`config.mk`:
```
export PLATFORM = sky130hd
export DESIGN_NAME = matrix_burst_sender
export DESIGN_NICKNAME = d
export VERILOG_FILES = /design/src/rtl/matrix_pkg.sv /design/src/rtl/matrix_elem_buffer.sv /design/src/rtl/matrix_burst_sender.sv
export SDC_FILE = /design/constraint.sdc
export NUM_CORES = 1
export LEC_CHECK = 0
export BUFFER_PORTS_ARGS = -buffer_cell sky130_fd_sc_hd__buf_4
export CORE_ASPECT_RATIO = 1.75
export CORE_MARGIN = 2
export CORE_UTILIZATION = 55
export CTS_BUF_LIST = sky130_fd_sc_hd__clkbuf_8
export CTS_CLUSTER_DIAMETER = 40
export DETAILED_ROUTE_END_ITERATION = 8
export PLACE_DENSITY = 0.78
export REMOVE_ABC_BUFFERS = 1
export SYNTH_ARGS = -nofsm -noshare
export SYNTH_HDL_FRONTEND = slang
export SYNTH_SLANG_ARGS = --single-unit
```
`constraint.sdc`:
```
create_clock -name clk -period 4.5 [get_ports clk]
set_input_delay 0.45 -clock clk [delete_from_list [all_inputs] [get_ports clk]]
set_output_delay 0.45 -clock clk [all_outputs]
set_load 0.1 [all_outputs]
```
`src/rtl/matrix_pkg.sv`:
```
// Shared constants, state encoding and ASCII helper for matrix_burst_sender.
package matrix_pkg;

  localparam int MAX_DIM = 5;

  localparam logic [7:0] ASC_SP = 8'h20;
  localparam logic [7:0] ASC_CR = 8'h0D;
  localparam logic [7:0] ASC_LF = 8'h0A;
  localparam logic [7:0] ASC_X  = 8'h78;
  localparam logic [7:0] ASC_0  = 8'h30;
  localparam logic [7:0] ASC_A  = 8'h41;

  typedef enum logic [3:0] {
    IDLE,
    LOAD,
    LOAD_WAIT,
    FULL,
    HDR,
    ELEM,
    SEP,
    CR,
    LF,
    DONE
  } state_e;

  function automatic logic [7:0] hex_ascii(input logic [3:0] n);
    return (n < 4'd10) ? ASC_0 + {4'h0, n}
                       : ASC_A + {4'h0, n} - 8'd10;
  endfunction

endpackage

```
`src/rtl/matrix_elem_buffer.sv`:
```
// Element store: one synchronous write port, one asynchronous read port.
module matrix_elem_buffer #(
  parameter int DATA_W = 4,
  parameter int DEPTH  = 25,
  parameter int ADDR_W = 5
) (
  input  logic              clk,
  input  logic              we_i,
  input  logic [ADDR_W-1:0] waddr_i,
  input  logic [DATA_W-1:0] wdata_i,
  input  logic [ADDR_W-1:0] raddr_i,
  output logic [DATA_W-1:0] rdata_o
);

  logic [DATA_W-1:0] mem_q [DEPTH];

  always_ff @(posedge clk) begin
    if (we_i && (32'(waddr_i) < DEPTH)) begin
      mem_q[waddr_i] <= wdata_i;
    end
  end

  // Reads one past the last row are harmless and return zero.
  assign rdata_o = (32'(raddr_i) < DEPTH) ? mem_q[raddr_i] : '0;

endmodule

```
`src/rtl/matrix_burst_sender.sv`:
```
// Loads an RxC matrix from storage and streams it as ASCII hex text.
// Define MATRIX_TX_HEADER_EN to prefix the text with an "RxC" line.
module matrix_burst_sender #(
  parameter int DATA_W  = 4,
  parameter int MAX_DIM = 5,
  parameter int ADDR_W  = 5
) (
  input  logic              clk,
  input  logic              rst,
  input  logic              matrix_burst_en,
  input  logic [2:0]        sel_row,
  input  logic [2:0]        sel_col,
  output logic              mem_rd_en,
  output logic [ADDR_W-1:0] mem_rd_addr,
  input  logic [DATA_W-1:0] mem_rd_data,
  output logic              buf_full,
  output logic              buf_err,
  input  logic              send_trig,
  output logic [7:0]        tx_data,
  output logic              tx_valid,
  input  logic              tx_ready,
  output logic              send_done,
  output logic              busy
);
  import matrix_pkg::*;

  state_e            state_q;
  logic [2:0]        r_dim_q, c_dim_q;
  logic [2:0]        row_q, col_q, hdr_q;
  logic              rd_pend_q;
  logic [ADDR_W-1:0] wa_q;
  logic              mem_rd_en_q, buf_full_q, buf_err_q;
  logic              tx_valid_q, send_done_q, busy_q;
  logic [ADDR_W-1:0] mem_rd_addr_q;
  logic [7:0]        tx_data_q;
  logic [ADDR_W-1:0] raddr_d;
  logic [DATA_W-1:0] rdata;
  logic [7:0]        elem_ch;
  logic              dims_ok;
  logic              row_last, col_last;

  function automatic logic [ADDR_W-1:0] lin(
    input logic [2:0] r,
    input logic [2:0] c
  );
    return ADDR_W'(r) * ADDR_W'(c_dim_q) + ADDR_W'(c);
  endfunction

  assign dims_ok  = (sel_row != 3'd0) && (int'(sel_row) <= MAX_DIM)
                 && (sel_col != 3'd0) && (int'(sel_col) <= MAX_DIM);
  assign row_last = (row_q == r_dim_q - 3'd1);
  assign col_last = (col_q == c_dim_q - 3'd1);

  // Read address points at the element the next transfer will present.
  always_comb begin
    raddr_d = '0;
    case (state_q)
      SEP:     raddr_d = lin(row_q, col_q + 3'd1);
      LF:      raddr_d = lin(row_q + 3'd1, 3'd0);
      default: raddr_d = '0;
    endcase
  end

  assign elem_ch = hex_ascii(4'(rdata));

  matrix_elem_buffer #(
    .DATA_W (DATA_W),
    .DEPTH  (MAX_DIM * MAX_DIM),
    .ADDR_W (ADDR_W)
  ) u_buf (
    .clk     (clk),
    .we_i    (rd_pend_q),
    .waddr_i (wa_q),
    .wdata_i (mem_rd_data),
    .raddr_i (raddr_d),
    .rdata_o (rdata)
  );

  always_ff @(posedge clk) begin
    if (rst) begin
      state_q       <= IDLE;
      r_dim_q       <= 3'd0;
      c_dim_q       <= 3'd0;
      row_q         <= 3'd0;
      col_q         <= 3'd0;
      hdr_q         <= 3'd0;
      rd_pend_q     <= 1'b0;
      wa_q          <= '0;
      mem_rd_en_q   <= 1'b0;
      mem_rd_addr_q <= '0;
      buf_full_q    <= 1'b0;
      buf_err_q     <= 1'b0;
      tx_data_q     <= 8'h00;
      tx_valid_q    <= 1'b0;
      send_done_q   <= 1'b0;
      busy_q        <= 1'b0;
    end else begin
      buf_err_q   <= 1'b0;
      send_done_q <= 1'b0;
      rd_pend_q   <= mem_rd_en_q;
      wa_q        <= mem_rd_addr_q;
      case (state_q)
        IDLE: begin
          if (matrix_burst_en) begin
            if (dims_ok) begin
              r_dim_q       <= sel_row;
              c_dim_q       <= sel_col;
              row_q         <= 3'd0;
              col_q         <= 3'd0;
              mem_rd_en_q   <= 1'b1;
              mem_rd_addr_q <= '0;
              busy_q        <= 1'b1;
              state_q       <= LOAD;
            end else begin
              buf_err_q <= 1'b1;
            end
          end
        end
        LOAD: begin
          if (row_last && col_last) begin
            mem_rd_en_q   <= 1'b0;
            mem_rd_addr_q <= '0;
            state_q       <= LOAD_WAIT;
          end else if (col_last) begin
            row_q         <= row_q + 3'd1;
            col_q         <= 3'd0;
            mem_rd_addr_q <= lin(row_q + 3'd1, 3'd0);
          end else begin
            col_q         <= col_q + 3'd1;
            mem_rd_addr_q <= lin(row_q, col_q + 3'd1);
          end
        end
        LOAD_WAIT: begin
          buf_full_q <= 1'b1;
          state_q    <= FULL;
        end
        FULL: begin
          if (send_trig) begin
            row_q      <= 3'd0;
            col_q      <= 3'd0;
            hdr_q      <= 3'd0;
            tx_valid_q <= 1'b1;
`ifdef MATRIX_TX_HEADER_EN
            tx_data_q  <= ASC_0 + {5'd0, r_dim_q};
            state_q    <= HDR;
`else
            tx_data_q  <= elem_ch;
            state_q    <= ELEM;
`endif
          end
        end
        HDR: begin
          if (tx_ready) begin
            hdr_q <= hdr_q + 3'd1;
            case (hdr_q)
              3'd0:    tx_data_q <= ASC_X;
              3'd1:    tx_data_q <= ASC_0 + {5'd0, c_dim_q};
              3'd2:    tx_data_q <= ASC_CR;
              3'd3:    tx_data_q <= ASC_LF;
              default: begin
                tx_data_q <= elem_ch;
                state_q   <= ELEM;
              end
            endcase
          end
        end
        ELEM: begin
          if (tx_ready) begin
            tx_data_q <= col_last ? ASC_CR : ASC_SP;
            state_q   <= col_last ? CR : SEP;
          end
        end
        SEP: begin
          if (tx_ready) begin
            col_q     <= col_q + 3'd1;
            tx_data_q <= elem_ch;
            state_q   <= ELEM;
          end
        end
        CR: begin
          if (tx_ready) begin
            tx_data_q <= ASC_LF;
            state_q   <= LF;
          end
        end
        LF: begin
          if (tx_ready) begin
            if (row_last) begin
              tx_valid_q  <= 1'b0;
              tx_data_q   <= 8'h00;
              send_done_q <= 1'b1;
              buf_full_q  <= 1'b0;
              state_q     <= DONE;
            end else begin
              row_q     <= row_q + 3'd1;
              col_q     <= 3'd0;
              tx_data_q <= elem_ch;
              state_q   <= ELEM;
            end
          end
        end
        DONE: begin
          busy_q  <= 1'b0;
          state_q <= IDLE;
        end
        default: state_q <= IDLE;
      endcase
    end
  end

  assign mem_rd_en   = mem_rd_en_q;
  assign mem_rd_addr = mem_rd_addr_q;
  assign buf_full    = buf_full_q;
  assign buf_err     = buf_err_q;
  assign tx_data     = tx_data_q;
  assign tx_valid    = tx_valid_q;
  assign send_done   = send_done_q;
  assign busy        = busy_q;

endmodule
```
==> impl_metrics.tcl <==
set metrics [dict create \
    die_y_um 158 \
    rr_startpoint "c_dim_q[0]" \
    drt-initial-drc-count 430 \
    max_freq_mhz 228 \
    rsz0062_at_grt "true" \
    maxCapViolations 0 \
    dp_hpwl_mm 14.3 \
    final_cell_mix "100 x edfxtp_1, 79 x nor2_1, 63 x nand2_1, 55 x buf_4, 50 x inv_1" \
    gp_congestion 0.969 \
    multiInputGateArea_sq_mm 0.00319 \
    start_kind "register" \
    synth_cell_types 74 \
    grt_pass1_vias 6024 \
    finalHoldViolCount 0 \
    async_reset_ff_frac 0 \
    clock_sinks 143 \
    whs_path_depth 3 \
    yosys-mux-area-fraction 0.0231 \
    grt_use_total 0.279 \
    antenna_found_initial 0 \
    hold_class "primary input to register" \
    synth_area_sq_mm 0.00741 \
    power_density_mw_per_mm2 441 \
    crit_type "register to register" \
    critPathRequiredTime_ns 4.84 \
    cp_max_fo 8 \
    fin_nets 779 \
    p_leak_nw 3.03 \
    r2r_cells 16 \
    status "complete, no violations" \
    vias_per_cell 6.36 \
    ys_top_cells_by_area "edfxtp_1 41%, dfxtp_1 12%, nor2_1 4.1%" \
    grt_pass1_wl_mm 30.9 \
    yosysWarnings 0 \
    fill_cells 1091 \
    pre_cts_ws_ns 0.000454 \
    synth_top_area_frac 0.405 \
    synthSimpleGateAreaFrac 0.167 \
    placed_cells 890 \
    dr.pass1.iters 5 \
    yosys_register_bits 143 \
    fin_skew_ns 0.0121 \
    layout.cells.non_filler 926 \
    std_cell_rows 56 \
    drc 0 \
    r2r-end "tx_data[2]" \
    dieArea_sq_mm 0.0145 \
    start_util 0.557 \
    numCtsBuffers 17 \
    grt_overflow 0 \
    core_area_sq_mm 0.0133 \
    clkTransAtPathRegs_ns 0.08 \
    wl_per_cell_um 21.5 \
    portBuffers 32 \
    layout_commonest_cell "edfxtp_1" \
    synth_top_area_cell "edfxtp_1" \
    avgSynthCellArea_sq_um 10.5 \
    ys.flop_type "edfxtp_1" \
    end_kind "register" \
    antenna_left 0 \
    holdPathEnd "buf_err" \
    tightest_slew_ns 0.775 \
    period_needed_ns 4.38 \
    fin_crit_sh 0.974 \
    finalSetupViolations 0 \
    vias 5893 \
    r2r_slack_ns 0.12 \
    seq_area_sq_mm 0.00387 \
    arrival_ns 4.72 \
    clockBufferDepth 2 \
    drv_slew 0 \
    slew_headroom 0.470 \
    timing.hold.ws_ns 0.262 \
    seq_area_frac_synth 0.521 \
    fin_ws_ns 0.117 \
    antenna_cells 0 \
    grt_max_degree 48 \
    area_delta_synth_final_pct 12.5 \
    htreeDepth 4 \
    cts_tree "done" \
    synth-xor-area-share 0.0191 \
    drive_gt1_frac 0.166 \
    ir_worst_vdd_mv 0.395 \
    wl_mm 19.9 \
    synth_top_family_by_area "simple AND/OR/NAND/NOR gates" \
    hold_buffers 0 \
    cts_root_buf "clkbuf_8" \
    synthAdderAreaFrac 0.0473 \
    synth_compound_area_frac 0.164 \
    synth_cells 706 \
    clk_latency_ns 0.44 \
    ios 34 \
    synth_edf_count 100 \
    die_w_um 91.8 \
    hp-start "matrix_burst_en" \
]
## how the worst max path moves through the flow
stage	to	slack (ns)	depth (start not counted)	from
finish	tx_data[2]	0.12	16	c_dim_q[0]
global route	tx_data[1]	-0.06	15	c_dim_q[0]
CTS	tx_data[0]	0.01	14	c_dim_q[2]
detailed placement	tx_data[0]	0.0005	14	c_dim_q[2]
global placement	tx_data[0]	0.09	14	row_q[0]
floorplan	tx_data[0]	-0.37	13	row_q[0]
## synth_stat cells (5+ instances only)
cell type    n
clkbuf_1    26
nand2_1     64
nor2b_1      7
xor2_1       7
a221oi_1    25
a21o_1       5
buf_2       12
o32ai_1      6
a21oi_1     34
and2_1      10
o21ai_0     12
and3_1       6
fa_1         5
nand2b_1     6
nor3_1      11
nor2_1      80
a32oi_1      6
ha_1        20
edfxtp_1   100
inv_1       51
dfxtp_1     43
nand3_1     26
mux2i_1     16
or4_1        5
a2111oi_0   24
## cell type report
| cell class | instances | area share |
|---|---|---|
| clock buffer | 17 | 0.0281 |
| clock inverter | 15 | 0.0189 |
| inverter | 51 | 0.0230 |
| multi-input combinational | 466 | 0.383 |
| sequential | 143 | 0.464 |
| tap | 174 | 0.0261 |
| timing repair buffer | 60 | 0.0573 |
## state kept, by name (all words and copies together) (netlist names), 4 cells and up
register / cells
u_buf.mem_q: 100
tx_data: 7
state_q: 4
mem_rd_addr: 5
wa_q: 5
## stage by stage
step / util / instance area (sq um) / setup TNS, ns / total power, mW
3_5_place_dp: 0.587 / 7820 / 0 / 2.65
6_report: 0.626 / 8340 / 0 / 3.68
4_1_cts: 0.617 / 8210 / 0 / 3.65
2_1_floorplan: - / 7180 / -1.33 / 2.33
5_1_grt: 0.626 / 8340 / -0.142 / 3.82
3_3_place_gp: 0.587 / 7820 / 0 / 2.62
## kinds of logic (layout without fill, tap and decap cells)
group	count (synthesis)	after routing
flops	143	143
xor+xnor	13	13
compound gates	161	161
mux	17	17
other cells	1	1
simple gates	249	249
fa+ha+maj	25	25
buf+inv	97	143
## what timing repair did
item | CTS | global route
gates resized for setup | 2 | 26
setup endpoints to repair | 2 | 7
pin swaps | 1 | 18
setup buffers | 0 | 4
## power breakdown
part | internal, mW | total, mW | switching, mW
registers | 1.47 | 1.51 | 0.0420
clock network | 0.499 | 1.01 | 0.515
logic | 0.335 | 1.16 | 0.820
## routing by layer
| layer | share of wire | GRT usage | vias up |
|---|---|---|---|
| met2 | 0.52 | 0.492 | 276 |
| met4 | 0.087 | 0.232 | 0 |
| met5 | 0 | 0 | - |
| met3 | 0.051 | 0.0457 | 103 |
| li1 | - | - | 2686 |
| met1 | 0.35 | 0.288 | 2828 |
## worst max-delay path: stages, from the launching register on
cell	delay, ns
dfxtp_2	0.35
nand2_2	0.06
fa_1	0.49
fa_1	0.54
inv_2	0.05
fa_1	0.46
nand4b_1	0.17
a21oi_2	0.09
buf_6	0.14
buf_12	0.13
buf_4	0.14
nor2_1	0.41
a32oi_1	0.13
nand4_1	0.23
o211ai_1	0.27
o311a_1	0.38
o221a_2	0.24
No activity file was read; power rests on OpenSTA's default activity.
